--- config.mk ---
export PLATFORM = sky130hd
export DESIGN_NAME = audio_tone_decoder
export DESIGN_NICKNAME = d
export VERILOG_FILES = /design/src/rtl/audio_pkg.sv /design/src/rtl/audio_edge_sync.sv /design/src/rtl/audio_tone_decoder.sv
export SDC_FILE = /design/constraint.sdc
export NUM_CORES = 1
export LEC_CHECK = 0
export BUFFER_PORTS_ARGS = -buffer_cell sky130_fd_sc_hd__buf_2
export CORE_MARGIN = 4
export CORE_UTILIZATION = 65
export CTS_CLUSTER_DIAMETER = 60
export DETAILED_ROUTE_END_ITERATION = 12
export GPL_ROUTABILITY_DRIVEN = 0
export PLACE_DENSITY = 0.84
export SYNTH_ARGS = -nofsm -noshare
export SYNTH_HDL_FRONTEND = slang
export SYNTH_HIERARCHICAL = 1
export SYNTH_SLANG_ARGS = --single-unit
--- constraint.sdc ---
create_clock -name clk -period 4.7 [get_ports clk]
set_input_delay 0.235 -clock clk [delete_from_list [all_inputs] [get_ports clk]]
set_output_delay 0.235 -clock clk [all_outputs]
set_load 0.05 [all_outputs]
--- src/rtl/audio_pkg.sv ---
// Shared definitions for the square-wave tone generators and the tone decoder.
package audio_pkg;

   // Half-periods in clk cycles of the three table notes.
   localparam int NOTE_HALF [3] = '{114091, 128061, 143757};

   typedef enum logic [1:0] {SILENT, ACQUIRE, LOCKED} tone_state_t;

   typedef logic [1:0] note_code_t;

endpackage

--- src/rtl/audio_edge_sync.sv ---
// Brings the asynchronous audio line into clk and strobes one cycle on either edge.
module audio_edge_sync (
   input  logic clk,
   input  logic reset,
   input  logic audio_i,
   output logic edge_o
);

   logic [2:0] sync_q;
   logic       edge_q;

   // sync_q[1:0] is the two-flop synchronizer, sync_q[2] the previous settled level.
   always_ff @(posedge clk or posedge reset) begin
      if (reset) begin
         sync_q <= '0;
         edge_q <= 1'b0;
      end else begin
         sync_q <= {sync_q[1:0], audio_i};
         edge_q <= sync_q[1] ^ sync_q[2];
      end
   end

   assign edge_o = edge_q;

endmodule

--- src/rtl/audio_tone_decoder.sv ---
// Measures half-periods of a 1-bit audio line and reports which table note is playing.
module audio_tone_decoder
   import audio_pkg::*;
#(
   parameter int CNT_W       = 19,
   parameter int TOL         = 2048,
   parameter int MATCH_N     = 4,
   parameter int SILENCE_CYC = 300000,
   parameter int NOTE0       = NOTE_HALF[0],
   parameter int NOTE1       = NOTE_HALF[1],
   parameter int NOTE2       = NOTE_HALF[2]
) (
   input  logic             clk,
   input  logic             reset,
   input  logic             audio_in,
   output logic [1:0]       note_code,
   output logic             note_valid,
   output logic             locked,
   output logic [CNT_W-1:0] half_period
);

   localparam int                     MC_W   = $clog2(MATCH_N + 1);
   localparam logic [MC_W-1:0]        MN_V   = MC_W'(MATCH_N);
   localparam logic [CNT_W-1:0]       SIL_V  = CNT_W'(SILENCE_CYC);
   localparam logic signed [CNT_W:0]  TOL_S  = (CNT_W+1)'(TOL);
   localparam int                     NOTES [3] = '{NOTE0, NOTE1, NOTE2};

   logic rst_meta_q, rst_q;

   // Reset asserts immediately but is released two clocks later, in step with clk.
   always_ff @(posedge clk or posedge reset) begin
      if (reset) begin
         rst_meta_q <= 1'b1;
         rst_q      <= 1'b1;
      end else begin
         rst_meta_q <= 1'b0;
         rst_q      <= rst_meta_q;
      end
   end

   logic edge_s;

   audio_edge_sync u_edge_sync (
      .clk     (clk),
      .reset   (rst_q),
      .audio_i (audio_in),
      .edge_o  (edge_s)
   );

   logic [CNT_W-1:0] cnt_q;
   logic [CNT_W-1:0] meas;

   always_ff @(posedge clk or posedge rst_q) begin
      if (rst_q) begin
         cnt_q <= '0;
      end else if (edge_s) begin
         cnt_q <= '0;
      end else if (cnt_q != '1) begin
         cnt_q <= cnt_q + 1'b1;
      end
   end

   assign meas = (cnt_q == '1) ? cnt_q : cnt_q + 1'b1;

   logic [2:0] hit;

   for (genvar gi = 0; gi < 3; gi++) begin : g_class
      logic signed [CNT_W:0] diff;
      assign diff    = $signed({1'b0, meas}) - $signed((CNT_W+1)'(NOTES[gi]));
      assign hit[gi] = (diff <= TOL_S) && (diff >= -TOL_S);
   end

   note_code_t cls;

   always_comb begin
      cls = 2'd0;
      if (hit[0])      cls = 2'd1;
      else if (hit[1]) cls = 2'd2;
      else if (hit[2]) cls = 2'd3;
   end

   tone_state_t      state_q, state_d;
   note_code_t       cand_q, cand_d;
   logic [MC_W-1:0]  mc_q, mc_d;
   note_code_t       code_q, code_d;
   logic             valid_q, valid_d;
   logic [CNT_W-1:0] half_q, half_d;

   always_comb begin
      state_d = state_q;
      cand_d  = cand_q;
      mc_d    = mc_q;
      code_d  = code_q;
      half_d  = half_q;
      valid_d = 1'b0;
      if (edge_s) begin
         if (state_q == SILENT) begin
            // First edge only establishes the reference point.
            state_d = ACQUIRE;
            cand_d  = 2'd0;
            mc_d    = '0;
         end else begin
            half_d = meas;
            if (!(state_q == LOCKED && cls == code_q)) begin
               if (state_q == ACQUIRE && cls == cand_q && cls != 2'd0) begin
                  mc_d = mc_q + MC_W'(1);
               end else begin
                  cand_d = cls;
                  mc_d   = (cls != 2'd0) ? MC_W'(1) : '0;
               end
               state_d = ACQUIRE;
               if (mc_d >= MN_V) begin
                  state_d = LOCKED;
                  code_d  = cand_d;
                  valid_d = (cand_d != code_q);
               end
            end
         end
      end else if (cnt_q >= SIL_V && state_q != SILENT) begin
         state_d = SILENT;
         code_d  = 2'd0;
         valid_d = (code_q != 2'd0);
      end
   end

   always_ff @(posedge clk or posedge rst_q) begin
      if (rst_q) begin
         state_q <= SILENT;
         cand_q  <= 2'd0;
         mc_q    <= '0;
         code_q  <= 2'd0;
         valid_q <= 1'b0;
         half_q  <= '0;
      end else begin
         state_q <= state_d;
         cand_q  <= cand_d;
         mc_q    <= mc_d;
         code_q  <= code_d;
         valid_q <= valid_d;
         half_q  <= half_d;
      end
   end

   assign note_code   = code_q;
   assign note_valid  = valid_q;
   assign locked      = (state_q == LOCKED);
   assign half_period = half_q;

endmodule

==> impl_metrics.tcl <==
set metrics [dict create \
    vias_per_cell 7.34 \
    yosys.area.top_type "dfrtp_1" \
    maxCapViolCount 0 \
    crit_type "flop to flop" \
    setup_viol 0 \
    slew_headroom_pct 32.9 \
    cp_max_fo 9 \
    outcome "finished, final reports clean" \
    cp.required_ns 4.94 \
    slew_viol_final 0 \
    postSynthCellCount 561 \
    avgSynthCellArea_um2 7.94 \
    netlist_top_cells_count "nor2_1 (59), dfrtp_1 (52), nand2_1 (43)" \
    hold_path_class "flop to asynchronous set/reset pin" \
    clk-insertion-delay-late_ns 0.34 \
    antenna_found_initial 0 \
    vias 4925 \
    p_per_area_mw_per_mm2 195 \
    globalRoute.totalOverflow 0 \
    ys_seq_area_share_pct 30.4 \
    postRouteWirelength_um 13800 \
    met1_length_um 5540 \
    timing.final.ws_setup_ns 0.247 \
    ant_nets 0 \
    synth.area.top_cells "dfrtp_1 (29%), nor2_1 (5.0%), o21ai_0 (4.5%)" \
    hold_violations 0 \
    ys_seq_elements 54 \
    dp_slack_ns 0.0485 \
    start_util_pct 68.6 \
    dp_hpwl_um 10100 \
    numCtsBuffers 5 \
    first_pass_iters 6 \
    grt_pass1_vias 4435 \
    fp.dieArea_mm2 0.00824 \
    r2r_slack_ns 0.25 \
    synth_ff_type "dfrtp_1" \
    dp_cells 657 \
    clock_skew_ns 0.0247 \
    irDropWorstVdd_uv 198 \
    port_buffers 25 \
    cts_root_buffer "clkbuf_8" \
    yosysTopAreaCellShare_pct 29.2 \
    nets 602 \
    worst_pin_slew_ns 1.01 \
    async_reset_ff_share_pct 100 \
    met2WireLength_um 6100 \
    grt_pass1_wl_um 22300 \
    avgRoutedWirePerCell_um 20.6 \
    critical_path_arrival_ns 4.69 \
    drt-initial-drc-count 760 \
    yosysWarnings 6 \
    fill_cells 484 \
    p_leak_uw 0.00196 \
    grt.total_usage_pct 32.9 \
    clock_sinks 54 \
    diodes 0 \
    io_pins 26 \
    setup_tns_ns 0 \
    yosysUniqueCellTypes 82 \
    syn-num-nets 570 \
    clk_pin_slew_ns 0.11 \
    grt_max_degree 49 \
    wl_met3_um 1840 \
    post-route-period-util_pct 94.7 \
    drive_gt1_share_pct 17.7 \
    drcViolationCount 0 \
    start_kind "flop" \
    synthesis.area_mm2 0.00445 \
    final_cell_count_no_fill 671 \
    core_mm2 0.00649 \
    finalCriticalPeriod_ns 4.45 \
    endpoint_kind "flop" \
    max_freq_ghz 0.225 \
    cts_tree "yes" \
    rows 29 \
    cts.path.max_buffers 2 \
    die-height_um 90.8 \
    die_w_um 90.8 \
    synth-edff-count 0 \
    ctsHtreeMaxLevel 2 \
    total_power_uw 958 \
    yosysMostFrequentCell "nor2_1" \
    syn2layout_area_growth_pct 10.2 \
    routed.top_layer "met4" \
]
## area by class of cell
cell class | instances | area (µm²) | area share (%)
clock buffer | 5 | 68.8 | 1.40
clock inverter | 3 | 28.8 | 0.586
inverter | 22 | 82.6 | 1.68
multi-input combinational | 451 | 2890 | 58.8
sequential | 54 | 1360 | 27.7
tap | 77 | 96.3 | 1.96
timing repair buffer | 59 | 385 | 7.85
## registers in the layout (all words and copies together), names as in the netlist, 2 cells and up
name / cells
cnt_q: 19
u_edge_sync/sync_q: 3
cand_q: 2
note_code: 2
half_period: 19
state_q: 2
mc_q: 3
## per-stage QoR
stage / utilization (%) / hold WS, ns / cell area [µm²]
floorplan: - / 0.118 / 4450
global placement: 72.9 / 0.135 / 4740
detailed placement: 72.9 / 0.145 / 4740
CTS: 74.6 / 0.00742 / 4850
global route: 75.6 / 0.171 / 4910
finish: 75.6 / 0.148 / 4910
## critical path, cell delays in order (launching register included)
cell       delay, ns
dfrtp_2         0.44
nand3_4         0.14
or4_4           0.59
nor2_4          0.18
xnor2_1         0.15
inv_1           0.11
ha_1            0.19
o21ai_0         0.10
a211o_1         0.30
o21a_1          0.22
o21ai_0         0.16
a21boi_0        0.26
a2111oi_2       0.08
o22ai_1         0.21
o22ai_1         0.15
or4_4           0.59
a41oi_4         0.30
o2bb2ai_1       0.17
## final timing paths
kind	to	cells past startpoint	start
setup / recovery	mc_q[0]	17	cnt_q[13]
hold / removal	u_edge_sync/sync_q[0]	1	rst_q
setup reg to reg	mc_q[0]	17	cnt_q[13]
hold reg to reg	u_edge_sync/sync_q[0]	1	rst_q
max in group asynchronous	cnt_q[13]	1	rst_q
min in group clk	rst_q	0	rst_meta_q
## cell usage in the layout (no fill, tap or decap), drive strengths merged, types with 5 or more instances in the layout
cell type / netlist / routed
o21ai: 46 / 46
nand4: 12 / 12
clkbuf: 21 / 5
a211oi: 13 / 13
or3: 6 / 6
a2111oi: 5 / 5
nor2: 59 / 59
a31oi: 8 / 8
nand2: 45 / 45
xnor2: 14 / 14
buf: 13 / 57
a21oi: 33 / 33
and3: 11 / 11
dfrtp: 52 / 52
o2bb2ai: 5 / 5
nor4: 14 / 14
and4: 5 / 5
inv: 22 / 23
o22ai: 10 / 10
and2: 5 / 5
o211ai: 10 / 10
a21o: 11 / 11
nor3: 21 / 21
o31ai: 7 / 7
nand3: 26 / 26
o21a: 8 / 8
ha: 6 / 6
## cell families after synthesis
| logic type | count (synthesis) | synth area share [%] |
|---|---|---|
| other | 1 | 0.0842 |
| xor gates and xnor gates | 18 | 3.54 |
| adders and majority gates | 6 | 1.69 |
| AOI/OAI and AO/OA | 200 | 32.2 |
| muxes | 6 | 1.52 |
| buffers and inverters | 56 | 5.42 |
| DFF | 54 | 30.4 |
| and+or+nand+nor | 220 | 25.1 |
## power by group
group / total, µW / switching (µW) / internal (µW)
clock: 293 / 182 / 111
sequential: 492 / 13.4 / 479
combinational: 173 / 123 / 50.0
## routing by layer
metal	vias up	track usage, %
met3	43	7.17
met1	2278	47.2
met4	0	10.7
met2	412	49.2
li1	2192	-
met5	-	0
## what timing repair did
item,4_1_cts,5_1_grt
gates cloned,0,0
endpoints found under the hold margin,2,1
buffers inserted,0,4
hold buffers,1,1
endpoints found under the setup margin,2,10
resized for setup,2,7
(Power assumes the default switching activity.)
